`src/rtl/niu_sio_pkg.sv`:
```
// Shared types and field positions for the SIO->NIU response receiver.
package niu_sio_pkg;

  localparam int unsigned RSP_TYPE_HI = 127;
  localparam int unsigned RSP_TYPE_LO = 122;
  localparam int unsigned TAG_HI      = 79;
  localparam int unsigned TAG_LO      = 64;
  localparam int unsigned BEATS       = 4;
  localparam int unsigned LANE_W      = 16;
  localparam int unsigned DATA_W      = 128;
  localparam int unsigned LANES       = DATA_W / LANE_W;

  typedef struct packed {
    logic [5:0]                rsp_type;
    logic [15:0]               tag;
    logic                      has_data;
    logic                      par_err;
    logic [BEATS*DATA_W-1:0]   data;
  } rsp_entry_t;

  typedef enum logic [0:0] {StIdle, StData} rcv_state_e;

  // Even parity per 16-bit lane.
  function automatic logic [LANES-1:0] lane_parity(input logic [DATA_W-1:0] d);
    logic [LANES-1:0] p;
    for (int i = 0; i < int'(LANES); i++) begin
      p[i] = ^d[i*LANE_W +: LANE_W];
    end
    return p;
  endfunction

endpackage

```
`src/rtl/niu_sio_rsp_fifo.sv`:
```
// Completed-response queue; a push at full is accepted only when a pop happens in the same cycle.
module niu_sio_rsp_fifo
  import niu_sio_pkg::*;
#(
  parameter int unsigned DEPTH = 2,
  parameter int unsigned PTR_W = 1
) (
  input  logic       clk,
  input  logic       rst_l,
  input  logic       push,
  input  rsp_entry_t push_entry,
  input  logic       pop,
  output logic       full,
  output logic       empty,
  output rsp_entry_t head
);

  rsp_entry_t             mem_q [DEPTH];
  logic [PTR_W-1:0]       wr_ptr_q, rd_ptr_q;
  logic [PTR_W:0]         count_q, count_d;
  logic                   push_ok, pop_ok;

  assign empty   = (count_q == '0);
  assign full    = (count_q == (PTR_W+1)'(DEPTH));
  assign pop_ok  = pop & ~empty;
  assign push_ok = push & (~full | pop_ok);
  assign head    = mem_q[rd_ptr_q];

  always_comb begin
    count_d = count_q;
    unique case ({push_ok, pop_ok})
      2'b10:   count_d = count_q + 1'b1;
      2'b01:   count_d = count_q - 1'b1;
      default: count_d = count_q;
    endcase
  end

  always_ff @(posedge clk) begin
    if (!rst_l) begin
      wr_ptr_q <= '0;
      rd_ptr_q <= '0;
      count_q  <= '0;
    end else begin
      if (push_ok) wr_ptr_q <= wr_ptr_q + 1'b1;
      if (pop_ok)  rd_ptr_q <= rd_ptr_q + 1'b1;
      count_q <= count_d;
    end
  end

  // Storage needs no reset: head is qualified by empty at the top level.
  always_ff @(posedge clk) begin
    if (push_ok) mem_q[wr_ptr_q] <= push_entry;
  end

endmodule

```
`src/rtl/niu_sio_rsp_rcv.sv`:
```
// NIU-side receiver for SIO outbound responses: framing, beat assembly, parity, and queueing.
module niu_sio_rsp_rcv
  import niu_sio_pkg::*;
#(
  parameter int unsigned DEPTH = 2,
  parameter int unsigned PTR_W = 1
) (
  input  logic                    iol2clk,
  input  logic                    rst_l,
  input  logic                    sio_niu_hdr_vld,
  input  logic                    sio_niu_datareq,
  input  logic [DATA_W-1:0]       sio_niu_data,
  input  logic [LANES-1:0]        sio_niu_parity,
  output logic                    rsp_vld,
  input  logic                    rsp_rdy,
  output logic [5:0]              rsp_type,
  output logic [15:0]             rsp_tag,
  output logic                    rsp_has_data,
  output logic [BEATS*DATA_W-1:0] rsp_data,
  output logic                    rsp_par_err,
  output logic                    proto_err,
  output logic                    ovf_err
);

  rcv_state_e                     state_q, state_d;
  logic [1:0]                     cnt_q, cnt_d;
  logic [5:0]                     type_q, type_d;
  logic [15:0]                    tag_q, tag_d;
  logic [BEATS-2:0][DATA_W-1:0]   beat_q, beat_d;
  logic                           par_q, par_d;
  logic                           proto_q, proto_d;
  logic                           ovf_q, ovf_d;

  logic                           take_hdr, lane_bad, push, pop, full, empty;
  rsp_entry_t                     push_entry, head;

  assign lane_bad = |(sio_niu_parity ^ lane_parity(sio_niu_data));
  assign pop      = rsp_vld & rsp_rdy;

  always_comb begin
    state_d    = state_q;
    cnt_d      = cnt_q;
    type_d     = type_q;
    tag_d      = tag_q;
    beat_d     = beat_q;
    par_d      = par_q;
    proto_d    = proto_q;
    take_hdr   = 1'b0;
    push       = 1'b0;
    push_entry = '0;

    unique case (state_q)
      StIdle: begin
        take_hdr = sio_niu_hdr_vld;
        if (!sio_niu_hdr_vld && sio_niu_datareq) proto_d = 1'b1;
      end
      StData: begin
        if (sio_niu_hdr_vld) begin
          // Header mid-packet: drop the partial packet and restart framing.
          proto_d  = 1'b1;
          take_hdr = 1'b1;
          state_d  = StIdle;
        end else if (cnt_q == 2'd3) begin
          push                = 1'b1;
          push_entry.rsp_type = type_q;
          push_entry.tag      = tag_q;
          push_entry.has_data = 1'b1;
          push_entry.par_err  = par_q | lane_bad;
          push_entry.data     = {sio_niu_data, beat_q[2], beat_q[1], beat_q[0]};
          state_d             = StIdle;
        end else begin
          beat_d[cnt_q] = sio_niu_data;
          par_d         = par_q | lane_bad;
          cnt_d         = cnt_q + 1'b1;
        end
      end
      default: state_d = StIdle;
    endcase

    if (take_hdr) begin
      if (sio_niu_datareq) begin
        type_d  = sio_niu_data[RSP_TYPE_HI:RSP_TYPE_LO];
        tag_d   = sio_niu_data[TAG_HI:TAG_LO];
        cnt_d   = '0;
        par_d   = 1'b0;
        state_d = StData;
      end else begin
        push                = 1'b1;
        push_entry.rsp_type = sio_niu_data[RSP_TYPE_HI:RSP_TYPE_LO];
        push_entry.tag      = sio_niu_data[TAG_HI:TAG_LO];
        state_d             = StIdle;
      end
    end
  end

  assign ovf_d = ovf_q | (push & full & ~pop);

  always_ff @(posedge iol2clk) begin
    if (!rst_l) begin
      state_q <= StIdle;
      cnt_q   <= '0;
      type_q  <= '0;
      tag_q   <= '0;
      beat_q  <= '0;
      par_q   <= 1'b0;
      proto_q <= 1'b0;
      ovf_q   <= 1'b0;
    end else begin
      state_q <= state_d;
      cnt_q   <= cnt_d;
      type_q  <= type_d;
      tag_q   <= tag_d;
      beat_q  <= beat_d;
      par_q   <= par_d;
      proto_q <= proto_d;
      ovf_q   <= ovf_d;
    end
  end

  niu_sio_rsp_fifo #(
    .DEPTH (DEPTH),
    .PTR_W (PTR_W)
  ) u_fifo (
    .clk        (iol2clk),
    .rst_l      (rst_l),
    .push       (push),
    .push_entry (push_entry),
    .pop        (pop),
    .full       (full),
    .empty      (empty),
    .head       (head)
  );

  assign rsp_vld      = ~empty;
  assign rsp_type     = rsp_vld ? head.rsp_type : '0;
  assign rsp_tag      = rsp_vld ? head.tag      : '0;
  assign rsp_has_data = rsp_vld & head.has_data;
  assign rsp_data     = rsp_vld ? head.data     : '0;
  assign rsp_par_err  = rsp_vld & head.par_err;
  assign proto_err    = proto_q;
  assign ovf_err      = ovf_q;

endmodule

```
`config.mk`:
```
export PLATFORM = sky130hd
export DESIGN_NAME = niu_sio_rsp_rcv
export DESIGN_NICKNAME = d
export VERILOG_FILES = /design/src/rtl/niu_sio_pkg.sv /design/src/rtl/niu_sio_rsp_fifo.sv /design/src/rtl/niu_sio_rsp_rcv.sv
export SDC_FILE = /design/constraint.sdc
export NUM_CORES = 2
export LEC_CHECK = 0
export CAP_MARGIN = 20
export CORE_MARGIN = 4
export CORE_UTILIZATION = 45
export CTS_BUF_LIST = sky130_fd_sc_hd__clkbuf_8
export DETAILED_ROUTE_END_ITERATION = 16
export HOLD_SLACK_MARGIN = 0.12
export PLACE_DENSITY = 0.68
export SETUP_SLACK_MARGIN = 0.5
export SYNTH_ARGS = -nofsm -noshare
export SYNTH_HDL_FRONTEND = slang
export SYNTH_SLANG_ARGS = --single-unit
export TNS_END_PERCENT = 20
```
`constraint.sdc`:
```
create_clock -name iol2clk -period 34.8 [get_ports iol2clk]
set_clock_uncertainty 0.15 [all_clocks]
set_input_delay 3.48 -clock iol2clk [delete_from_list [all_inputs] [get_ports iol2clk]]
set_output_delay 3.48 -clock iol2clk [all_outputs]
set_load 0.01 [all_outputs]
```
==> results.md <==
- Mux cell area share after synthesis: 0.08924
- Most frequent cells in the layout: edfxtp_1 (1,072), nand2_1 (816), clkdlybuf4s50_1 (678), nor2_1 (541), mux2i_1 (537)
- CTS sink cnt: approximately 1,500
- WL/cell: between 20 and 25 um
- Gr usage total: 0.2214
- Post-Syn Area: around 60,000 um2
- Worst Tran Pin Value: between 1 and 1.5 ns
- Synth warnings: 0
- Met2 Use GR: 0.3539
- Slowest stage delay, CP: between 0.9 and 1 ns
- Placement row count: 133
- Grt ovf: 0
- Hold-fix buffers, CTS: 0
- Critical Path End Type: output port
- Die width: roughly 370 um
- Final ANT Viol Nets: 0
- Hpwl dp: 96,350 um
- Skew-Pair Late Insertion Delay: roughly 0.96 ns
- Crit path max fanout: around 130
- CTS buffer count: approximately 230
- Area growth from synthesis to layout: 21.39%
- Worst Hold Class: register to register
- Gpl congestion: 0.7788
- Syn Inst Count: 4,806
- Slowest cell on crit path: dfxtp_4
- Worst Path Class, Setup: register to output port
- First-pass DRT Iterations: 7
- GRT Max-Usage Layer: met2
- Total negative slack: 0 ns
- Synth Area in XOR/XNOR: 0.01980
- Root Driver: clkbuf_8
- Largest net degree at the start of global routing: ~240
- Clock Pin Slew Worst Setup and Hold Paths: around 0.060 ns
- Drt initial violations: between 2,000 and 3,000
- Register bit total from synthesis: about 1,500
- Max-cap violations: 0
- Fin nets: between 5,000 and 6,000
- Tot Pwr: approximately 4800 uW
- Longest Clk Path Bufs: 3
- Yosys cell types: 34
- Post-route minimum period: between 8 and 9 ns
- Final Core Density: 0.5527
- Synth area leaders: edfxtp_1 (53%), dfxtp_1 (14%), mux2i_1 (8.9%), and2_1 (5.4%), nand2_1 (5.1%)
- Syn Area/Cell: around 13 um2
- Crit path arrival time: between 5 and 6 ns
- Register area share after synthesis: 0.6730
- TritonCTS clock tree: done
- PwrDens: 65.65 nW/um2
- Vias per cell: 5.137
- Grt met1 use: 0.2923
- Fmax: ~110 MHz
- Starting Density: 0.4553
- Post-synth top area share: 0.5344
- Max rail drop VDD: 0.07912 mV
- Post-Place Cell Area: between 60,000 and 70,000 um2
- Met3 usage: 0.05537
- Critical Path, Cell by Cell: buf_12 -> buf_12 -> mux2i_1 -> nor2_1 -> clkdlybuf4s50_1
- Via count: 38,080
- Crit path launch type: register
- CP dominant cell by count: buf_12
- First-pass GRT wire length: roughly 240,000 um
- Die Area: around 140,000 um2
- Fin crit share: 0.2509
- Vias in the first global route: between 30,000 and 40,000
- Commonest non-fill, non-tap cell in the layout: edfxtp_1
- Combinational family with the most area after synthesis: simple AND/OR/NAND/NOR gates
- Area share of and/or/nand/nor cells after synthesis: 0.1403
- Core ar.: 132,300 um2
- Post-CTS Resized: 0
- Initial antenna violation count: 6
- CTS H-Tree Depth: 4
- Share of synthesized cell area in full adder, half adder and majority cells: 0.0002077
- Pleak: between 0.02 and 0.025 uW
- Max-slew violation count: 0
- Fin. Hold Viols: 0
- Routed wire length: around 160,000 um
- Die height: between 300 and 400 um
- RSZ-0062 raised after global routing: false
- Worst Path Required: 31.17 ns
- Slew margin rel.: 0.1346
- DRC Markers: 0
- # port buffers: 679
- Leading area contributor after synthesis: edfxtp_1
- Setup violators final: 0
- Mapped Nets: roughly 5,000
- # IOs: 680
- Compound-cell area share of the yosys netlist: 0.05548
- Post-route cell area: approximately 73,000 um2
- Layout cells sized above 1: 0.06774
- Status: complete, no violations
- Post-CTS setup buffers: 0
==> cells in the mapped netlist (all sizes together) <==
master	count
nor2b	4
a21oi	4
o21a	3
o211ai	1
and2	517
nor2	545
xor2	8
a22o	22
a211oi	1
inv	3
dfxtp	417
nor3	2
nor4	2
o21ai	3
mux2i	537
xnor2	104
or3b	1
o22ai	1
buf	130
a21boi	409
xnor3	9
ha	1
nor3b	1
or3	3
nand2b	2
nand2	816
edfxtp	1072
clkbuf	188
==> where the power goes <==
part / leakage (uW) / internal [uW] / switching [uW] / total (uW)
Clock: 0.00274 / 743 / 697 / 1440
Sequential: 0.0133 / 1950 / 26.4 / 1970
Combinational: 0.00836 / 625 / 761 / 1390
==> per-stage QoR <==
stage	setup WS, ns	std cells	hold slack (ns)
5_1_grt	25.87	7412	0.3094
2_1_floorplan	6.614	4806	0.2805
3_5_place_dp	26.36	6967	0.2904
3_3_place_gp	26.36	6966	0.2850
4_1_cts	26.03	7409	0.2979
6_report	26.07	7413	0.2948
==> layer usage <==
metal	vias up	wire length (um)	part of all wire
li1	17860	-	-
met1	18800	68090	0.43
met2	1168	75240	0.47
met3	259	11040	0.069
met4	2	5386	0.034
met5	-	12	0.000075
==> worst paths after layout <==
path	start	to	slack, ns	depth (start not counted)
max	register	rsp_data[257]	26.07	5
min	beat_q[129]	beat_q[129]	0.29	2
max reg2reg	state_q	u_fifo.mem_q[1][94]	30.55	7
min reg2reg	beat_q[129]	beat_q[129]	0.29	2
==> layout make-up <==
type | instances | area [um2]
fill | 11070 | 59180
sequential | 1489 | 40540
multi-input combinational | 2996 | 18440
timing repair buffer | 724 | 7259
clock buffer | 266 | 3661
tap | 1755 | 2196
clock inverter | 176 | 998.5
inverter | 3 | 11.26
antenna | 4 | 10.01
==> state kept, by name, summed over array words and instances (netlist names), named ones only <==
register,flops
beat_q,384
cnt_q,2
ovf_err,1
par_q,1
proto_err,1
state_q,1
tag_q,16
type_q,6
u_fifo.count_q,2
u_fifo.mem_q,1072
u_fifo.rd_ptr_q,1
u_fifo.wr_ptr_q,1
==> cells by family after synthesis <==
| family | count (synthesis) |
|---|---|
| AO/OA/AOI/OAI | 444 |
| flip-flops | 1489 |
| XOR/XNOR | 121 |
| AND/OR/NAND/NOR | 1893 |
| multiplexers | 537 |
| buffers and inverters | 321 |
| adder cells (fa/ha/maj) | 1 |
==> worst max-delay path, delay by kind of cell, from the launching register on <==
kind | cells | cell delay [ns]
DFF | 1 | 0.99
and+or+nand+nor | 1 | 0.31
buffers and inverters | 3 | 2.00
muxes | 1 | 0.25
No activity file was read; power rests on OpenSTA's default activity.
